`src/rtl/mips_dmem_arb_pkg.sv`:
```
// Shared types and helpers for the data-RAM arbiter and its dump sequencer.
package mips_dmem_arb_pkg;

  typedef enum logic [1:0] {
    IDLE  = 2'd0,
    FETCH = 2'd1,
    HOLD  = 2'd2
  } arb_state_t;

  localparam int WORD_BYTES = 4;

  function automatic logic [31:0] byte_swap32(input logic [31:0] word);
    return {word[7:0], word[15:8], word[23:16], word[31:24]};
  endfunction

endpackage

```
`src/rtl/mips_dump_seq.sv`:
```
// Dump sequencer: bursts dump_count words out of data RAM as a valid/ready stream,
// reading only in cycles where the arbiter grants it the RAM port.
module mips_dump_seq
  import mips_dmem_arb_pkg::*;
#(
  parameter bit SWAP_ENDIAN = 1'b1
) (
  input  logic        clk,
  input  logic        reset,
  input  logic        host_grant,
  input  logic [31:0] mem_readdata,
  input  logic        dump_start,
  input  logic [31:0] dump_base,
  input  logic [7:0]  dump_count,
  input  logic        dump_ready,
  output arb_state_t  state,
  output logic [31:0] cur_addr,
  output logic        dump_busy,
  output logic        dump_valid,
  output logic [31:0] dump_addr,
  output logic [31:0] dump_data,
  output logic        dump_done
);

  arb_state_t  state_reg, state_next;
  logic [31:0] cur_addr_reg, cur_addr_next;
  logic [7:0]  remaining_reg, remaining_next;
  logic        valid_reg, valid_next;
  logic [31:0] addr_reg, addr_next;
  logic [31:0] data_reg, data_next;
  logic        done_reg, done_next;
  logic [31:0] fetch_word;

  generate
    if (SWAP_ENDIAN) begin : g_swap
      assign fetch_word = byte_swap32(mem_readdata);
    end else begin : g_noswap
      assign fetch_word = mem_readdata;
    end
  endgenerate

  always_ff @(posedge clk or negedge reset) begin
    if (!reset) begin
      state_reg     <= IDLE;
      cur_addr_reg  <= '0;
      remaining_reg <= '0;
      valid_reg     <= 1'b0;
      addr_reg      <= '0;
      data_reg      <= '0;
      done_reg      <= 1'b0;
    end else begin
      state_reg     <= state_next;
      cur_addr_reg  <= cur_addr_next;
      remaining_reg <= remaining_next;
      valid_reg     <= valid_next;
      addr_reg      <= addr_next;
      data_reg      <= data_next;
      done_reg      <= done_next;
    end
  end

  always_comb begin
    state_next     = state_reg;
    cur_addr_next  = cur_addr_reg;
    remaining_next = remaining_reg;
    valid_next     = valid_reg;
    addr_next      = addr_reg;
    data_next      = data_reg;
    done_next      = 1'b0;
    case (state_reg)
      IDLE: begin
        if (dump_start) begin
          if (dump_count != 8'd0) begin
            cur_addr_next  = dump_base & ~32'(WORD_BYTES - 1);
            remaining_next = dump_count;
            state_next     = FETCH;
          end else begin
            done_next = 1'b1;
          end
        end
      end
      FETCH: begin
        if (host_grant) begin
          data_next      = fetch_word;
          addr_next      = cur_addr_reg;
          valid_next     = 1'b1;
          cur_addr_next  = cur_addr_reg + 32'(WORD_BYTES);
          remaining_next = remaining_reg - 8'd1;
          state_next     = HOLD;
        end
      end
      HOLD: begin
        // Word stays presented until the consumer takes it.
        if (dump_ready) begin
          valid_next = 1'b0;
          if (remaining_reg == 8'd0) begin
            done_next  = 1'b1;
            state_next = IDLE;
          end else begin
            state_next = FETCH;
          end
        end
      end
      default: state_next = IDLE;
    endcase
  end

  assign state      = state_reg;
  assign cur_addr   = cur_addr_reg;
  assign dump_busy  = (state_reg != IDLE);
  assign dump_valid = valid_reg;
  assign dump_addr  = addr_reg;
  assign dump_data  = data_reg;
  assign dump_done  = done_reg;

endmodule

```
`src/rtl/mips_dmem_arbiter.sv`:
```
// Data-RAM arbiter: CPU has priority, the dump sequencer uses idle cycles and
// can steal one cycle (by gating the CPU clock enable) after prolonged starvation.
module mips_dmem_arbiter
  import mips_dmem_arb_pkg::*;
#(
  parameter int unsigned STARVE_LIMIT = 8,
  parameter bit          SWAP_ENDIAN  = 1'b1
) (
  input  logic        clk,
  input  logic        reset,
  input  logic        ext_clk_enable,
  output logic        cpu_clk_enable,
  input  logic        cpu_active,
  input  logic [31:0] cpu_address,
  input  logic        cpu_read,
  input  logic        cpu_write,
  input  logic [31:0] cpu_writedata,
  output logic [31:0] cpu_readdata,
  output logic [31:0] mem_address,
  output logic        mem_read,
  output logic        mem_write,
  output logic [31:0] mem_writedata,
  input  logic [31:0] mem_readdata,
  input  logic        dump_start,
  input  logic [31:0] dump_base,
  input  logic [7:0]  dump_count,
  output logic        dump_busy,
  output logic        dump_valid,
  input  logic        dump_ready,
  output logic [31:0] dump_addr,
  output logic [31:0] dump_data,
  output logic        dump_done
);

  localparam logic [7:0] STARVE_LAST = 8'(STARVE_LIMIT - 1);

  arb_state_t  state;
  logic [31:0] cur_addr;
  logic        in_fetch;
  logic        host_grant;
  logic        steal_reg, steal_next;
  logic [7:0]  starve_cnt_reg, starve_cnt_next;

  assign in_fetch   = (state == FETCH);
  assign host_grant = in_fetch & (steal_reg | ~cpu_active | ~(cpu_read | cpu_write));

  always_ff @(posedge clk or negedge reset) begin
    if (!reset) begin
      steal_reg      <= 1'b0;
      starve_cnt_reg <= '0;
    end else begin
      steal_reg      <= steal_next;
      starve_cnt_reg <= starve_cnt_next;
    end
  end

  // A steal lasts one cycle; the forced grant in that cycle clears the count.
  always_comb begin
    steal_next      = 1'b0;
    starve_cnt_next = '0;
    if (in_fetch && !host_grant) begin
      if (starve_cnt_reg == STARVE_LAST) begin
        steal_next = 1'b1;
      end else begin
        starve_cnt_next = starve_cnt_reg + 8'd1;
      end
    end
  end

  assign cpu_clk_enable = ext_clk_enable & ~steal_reg;
  assign cpu_readdata   = mem_readdata;
  assign mem_address    = host_grant ? cur_addr : cpu_address;
  assign mem_read       = host_grant ? 1'b1 : cpu_read;
  assign mem_write      = host_grant ? 1'b0 : cpu_write;
  assign mem_writedata  = cpu_writedata;

  mips_dump_seq #(
    .SWAP_ENDIAN(SWAP_ENDIAN)
  ) u_seq (
    .clk         (clk),
    .reset       (reset),
    .host_grant  (host_grant),
    .mem_readdata(mem_readdata),
    .dump_start  (dump_start),
    .dump_base   (dump_base),
    .dump_count  (dump_count),
    .dump_ready  (dump_ready),
    .state       (state),
    .cur_addr    (cur_addr),
    .dump_busy   (dump_busy),
    .dump_valid  (dump_valid),
    .dump_addr   (dump_addr),
    .dump_data   (dump_data),
    .dump_done   (dump_done)
  );

endmodule
```
`config.mk`:
```
export PLATFORM = sky130hd
export DESIGN_NAME = mips_dmem_arbiter
export DESIGN_NICKNAME = d
export VERILOG_FILES = /design/src/rtl/mips_dmem_arb_pkg.sv /design/src/rtl/mips_dump_seq.sv /design/src/rtl/mips_dmem_arbiter.sv
export SDC_FILE = /design/constraint.sdc
export NUM_CORES = 1
export LEC_CHECK = 0
export ABC_AREA = 1
export CORE_ASPECT_RATIO = 1.1
export CORE_MARGIN = 2
export CORE_UTILIZATION = 24
export CTS_BUF_LIST = sky130_fd_sc_hd__clkbuf_4 sky130_fd_sc_hd__clkbuf_8
export DETAILED_ROUTE_END_ITERATION = 10
export MAX_ROUTING_LAYER = met4
export PLACE_DENSITY = 0.6
export RECOVER_POWER = 50
export SLEW_MARGIN = 20
export SYNTH_ARGS = -nofsm -noshare
export SYNTH_HDL_FRONTEND = slang
export SYNTH_SLANG_ARGS = --single-unit
```
`constraint.sdc`:
```
create_clock -name clk -period 2 [get_ports clk]
set_input_delay 0.3 -clock clk [delete_from_list [all_inputs] [get_ports clk]]
set_output_delay 0.3 -clock clk [all_outputs]
set_load 0.005 [all_outputs]
```
* Yosys cells after proc, flatten, opt, wreduce, memory -nomap -nowiden
Cells that the tools add are included.
** Cells by class
- Add/sub/neg operators :: 3
- Reduce and logical (&&, ||, !) cells :: 12
- Bitwise gates (word level) :: 8
- Muxes and demuxes :: 29
- Equal/unequal tests :: 7
** Operator list (number)
- 32-bit 2-to-1 mux :: 4
- 32-bit one-hot mux with 2 select lines :: 1
- 8-bit 2-to-1 mux :: 5
- 32-bit by 3-bit adder with 32-bit output, second input constant :: 1
- 8-bit one-hot mux with 2 select lines :: 1
- 1-bit 2-to-1 mux :: 11
- 8-bit by 1-bit adder with 8-bit output, second input constant :: 1
- 8-bit by 3-bit equality test with 1-bit output, second input constant :: 1
- 8-bit logical NOT :: 1
- 2-bit 2-to-1 mux :: 4
- 4-bit AND reduction :: 2
- 8-bit nonzero test :: 1
- 8-bit by 1-bit subtractor with 8-bit output, second input constant :: 1
- 2-bit one-hot mux with 3 select lines :: 1
- 2-bit nonzero test :: 3
- 2-bit by 1-bit != test with 1-bit output, second input constant :: 2
- 2-bit != test, second input constant :: 2
- 1-bit one-hot mux with 2 select lines :: 2
- 1-bit NOT :: 3
- 1-bit OR :: 3
- 3-bit AND reduction :: 1
- 1-bit AND :: 2
- 2-bit by 1-bit equality test with 1-bit output, second input constant :: 1
- 2-bit equality test, second input constant :: 1
- other kinds (4) :: 4
** Storage, ports and cells
- Word-level logic and storage cells :: 68
- Bits in registers :: 117

* Logic depth before layout (Yosys ltp)
- Depth in word-level cells :: 7
- Depth in mapped cells :: 10

* Modules after synthesis
A second synthesis with hierarchy kept.
** Second synthesis, totals
- Cells, all modules :: 927
- Area, all modules :: 6865.3 um^2
** Modules (own cells, without submodules)
- mips_dump_seq :: area each 5397.7 um^2, times used 1, cells an instance 688
- mips_dmem_arbiter :: area each 1467.7 um^2, times used 1, cells an instance 239

* Least setup slack after synthesis
OpenSTA, ideal clock, no wires.
- Path kind :: reg2out
- Start point :: register steal_reg
- End point :: output port mem_address[24]
- Data arrival time :: 1.311 ns
- Setup slack :: 0.389 ns
- Buffers on the path :: 3
- Cell stages (with the launch flop) :: 9
- Data required time :: 1.700 ns
- Path through :: dfrtp_1 > nor2_2 > nand2_1 > nand2_1 > buf_4 > buf_4 > buf_2 > nand2_1 > o21ai_0
** Between the ends
- Cells in the longest elaborated chain, start to end :: 4
** Ends and longest elaborated chain
- from (decl) :: line mips_dmem_arbiter.sv:41 : logic steal_reg, steal_next;
- from (signal assigned) :: line mips_dmem_arbiter.sv:52 : steal_reg <= steal_next;
- 1-bit OR (2 in series) :: line mips_dmem_arbiter.sv:45 : assign host_grant = in_fetch & (steal_reg | ~cpu_active | ~(cpu_read | cpu_write));
- 1-bit AND :: line mips_dmem_arbiter.sv:45
- 32-bit 2-to-1 mux :: line mips_dmem_arbiter.sv:72 : assign mem_address = host_grant ? cur_addr : cpu_address;
- to (decl) :: line mips_dmem_arbiter.sv:19 : output logic [31:0] mem_address,
Every way passes these cells.

* Final worst setup path
- Start point :: register u_seq.state_reg[1], in the netlist u_seq.state[1]
- End point :: output port mem_address[24]
** Between the ends
- Cells in the longest elaborated chain, start to end :: 3
** Ends and longest elaborated chain
- from (decl) :: line mips_dump_seq.sv:25 : arb_state_t state_reg, state_next;
- from (signal assigned) :: line mips_dump_seq.sv:52 : state_reg <= state_next;
- 2-bit by 1-bit equality test with 1-bit output :: line mips_dmem_arbiter.sv:44 : assign in_fetch = (state == FETCH);
- 1-bit AND :: line mips_dmem_arbiter.sv:45
- 32-bit 2-to-1 mux :: line mips_dmem_arbiter.sv:72
Every way passes these cells.

==> flow_metrics.tcl <==
set metrics [dict create \
    tightest_slew_ns 0.7397 \
    cp_slowest_cell "dfrtp_1" \
    dpl-instance-area_sq_um 9110 \
    start_util_pct 24.49 \
    antenna_found_initial 1 \
    utilization_pct 36.43 \
    largest_reg_flops 32 \
    slew_headroom_pct 50.69 \
    power_density_nw_per_um2 1418 \
    layout_setup_ws_ns -0.07523 \
    cts_buffers 17 \
    htreeDepth 4 \
    cts_tree "done" \
    drc 0 \
    yosys_warnings 0 \
    dr.first_iter.drc_count 472 \
    yosysTopAreaCellShare_pct 42.71 \
    drt_pre_antenna_iters 5 \
    drtAntennaViolNets 0 \
    dp_hpwl_um 16600 \
    violations "negative setup slack" \
    via_per_inst 4.367 \
    rows 63 \
    synth.area.top_cells "dfrtp_1, nand2_1, buf_4" \
    status "finished with violations" \
    track_usage_pct 15.81 \
    numPortBuffers 241 \
    drive_above_1_share_pct 18.89 \
    fin_worst_skew_ns 0.01291 \
    critPathArrivalTime_ns 1.78 \
    report.final.slew_viol_count 0 \
    grt_pass1_vias 6037 \
    synthDistinctLibCells 37 \
    max_freq_mhz 481.9 \
    rrSetupSlack_ns 0.16 \
    nFillCells 2787 \
    cts-root-buf "clkbuf_8" \
    ys_seq_area_share_pct 42.71 \
    critPathCaptureType "output pin" \
    clkTransAtPathRegs_ns 0.08 \
    final_cell_mix "nand2_1, clkdlybuf4s50_1, dfrtp_1, nor2_1, inv_1" \
    grt_max_degree 52 \
    setup_viol 18 \
    cts_buffer_depth 2 \
    rsz0062_at_grt "true" \
    routedWlPerCell_um 15.46 \
    final_common_cell "nand2_1" \
    max_cap_violations 0 \
    dp_slack_ns -0.3923 \
    ys_ff_latch 113 \
    die_w_um 162.4 \
    yosysTopAreaCell "dfrtp_1" \
    max_stage_delay_ns 0.41 \
    start_kind "flop" \
    area_delta_synth_final_pct 48.77 \
    synthesis.area_sq_um 6621 \
    die-area_sq_um 28940 \
    routabilityCongestion 0.8680 \
    crit_fanout 7 \
    die_y_um 178.2 \
    fin_nets 1230 \
    regArea_sq_um 2828 \
    final_cell_area_sq_um 9851 \
    vias 6350 \
    p_leak_uw 0.004425 \
    fin_crit_sh_pct 103.8 \
    multiInputGateArea_sq_um 3054 \
    core_sq_um 27040 \
    clock_latency_ns 0.44 \
    syn_inst 873 \
    min_path_type "in -> async" \
    wirelength_um 22480 \
    ios 310 \
    grt_pass1_wl_um 33750 \
    syn_area_per_cell_sq_um 7.585 \
    irDropWorstVdd_mv 0.5443 \
    cts_sinks 113 \
    cp_cell_sequence "nor2_4 > nand2_8 > buf_6 > buf_12 > buf_8 > o21ai_2 > buf_2" \
    grt_overflow 0 \
    required_ns 1.70 \
    criticalPathCategory "reg -> out" \
    min_period_ns 2.075 \
    hold_violations 0 \
]
[synthesized netlist by cell type]
| library cell | count |
|---|---|
| or2_2 | 9 |
| buf_4 | 71 |
| nor2_4 | 2 |
| nor3_1 | 16 |
| nor2_2 | 3 |
| o21ai_2 | 1 |
| nand4_1 | 5 |
| o31ai_1 | 1 |
| and2_1 | 1 |
| nand2_4 | 1 |
| nand3b_1 | 1 |
| clkbuf_1 | 10 |
| mux2_1 | 2 |
| conb_1 | 1 |
| dfrtp_1 | 113 |
| xnor2_1 | 1 |
| o21ai_0 | 90 |
| nand3_4 | 1 |
| a21boi_0 | 2 |
| buf_2 | 15 |
| o211ai_1 | 1 |
| or2_4 | 1 |
| nor3b_1 | 2 |
| inv_2 | 1 |
| buf_6 | 3 |
| nor2_1 | 73 |
| a21oi_1 | 4 |
| inv_4 | 1 |
| inv_1 | 65 |
| ha_1 | 3 |
| mux2_2 | 30 |
| o21ai_1 | 3 |
| xor2_1 | 4 |
| nand3_1 | 62 |
| nand2_1 | 272 |
| clkinv_1 | 1 |
| nand2_2 | 1 |
[power by group]
part	internal (uW)	switching [uW]
clock	1420	1020
sequential	3340	726
combinational	3650	3810
[per-layer routing]
layer / vias to the layer above / share of wire [%] / track usage (%)
li1: 3155 / - / -
met4: 0 / 3.0 / 5.973
met2: 229 / 49 / 27.20
met1: 2926 / 40 / 17.69
met3: 40 / 7.3 / 4.046
met5: - / 0 / -
[worst max-delay path: cells and delay by family, from the launching register on]
family	cells	cell delay (ns)
compound gates	1	0.10
buf+inv	4	0.53
flops	1	0.41
simple gates	2	0.29
[final cells by class]
class	instances	share of cell area, %
multi-input cells	594	31.00
flip-flops and latches	113	28.71
repair buffers	289	28.57
well taps	357	4.534
clock buffers	19	2.655
inverters	68	2.642
clock inverters	13	1.867
diodes	1	0.02540
[per-stage QoR]
stage	hold slack, ns	instances	power (uW)	setup TNS (ns)
5_1_grt	0.4697	1454	15110	-6.638
2_1_floorplan	0.004409	874	7633	0
3_5_place_dp	0.2624	1403	11010	-15.20
4_1_cts	0.3360	1455	14070	-3.733
6_report	0.4575	1454	13970	-0.6289
3_3_place_gp	0.2690	1403	10900	-15.34
[cells by family after synthesis]
kind of cell    count (synthesis)  share of synthesized area (%)
buf+inv                       167                          14.15
xor+xnor                        5                         0.6613
compound gates                102                          7.918
other cells                     1                        0.05663
simple gates                  450                          28.50
mux                            32                          5.442
fa+ha+maj                       3                         0.5670
flops                         113                          42.71
[final timing paths]
check	startpoint	endpoint	depth (start not counted)
hold reg to reg	starve_cnt_reg[0]	starve_cnt_reg[0]	1
min in group clk	starve_cnt_reg[0]	starve_cnt_reg[0]	1
setup / recovery	u_seq.state[1]	mem_address[24]	7
max in group asynchronous	reset	u_seq.dump_addr[23]	3
hold / removal	reset	u_seq.dump_data[29]	2
setup reg to reg	steal_reg	u_seq.dump_data[18]	8
[repair_timing]
item / 4_1_cts / 5_1_grt
gates cloned: 5 / 1
endpoints found under the hold margin: 26 / 0
pin swaps: 4 / 4
hold buffers: 1 / 0
resized for setup: 193 / 40
setup endpoints to repair: 35 / 55
setup buffers: 14 / 0
(Power assumes the default switching activity.)
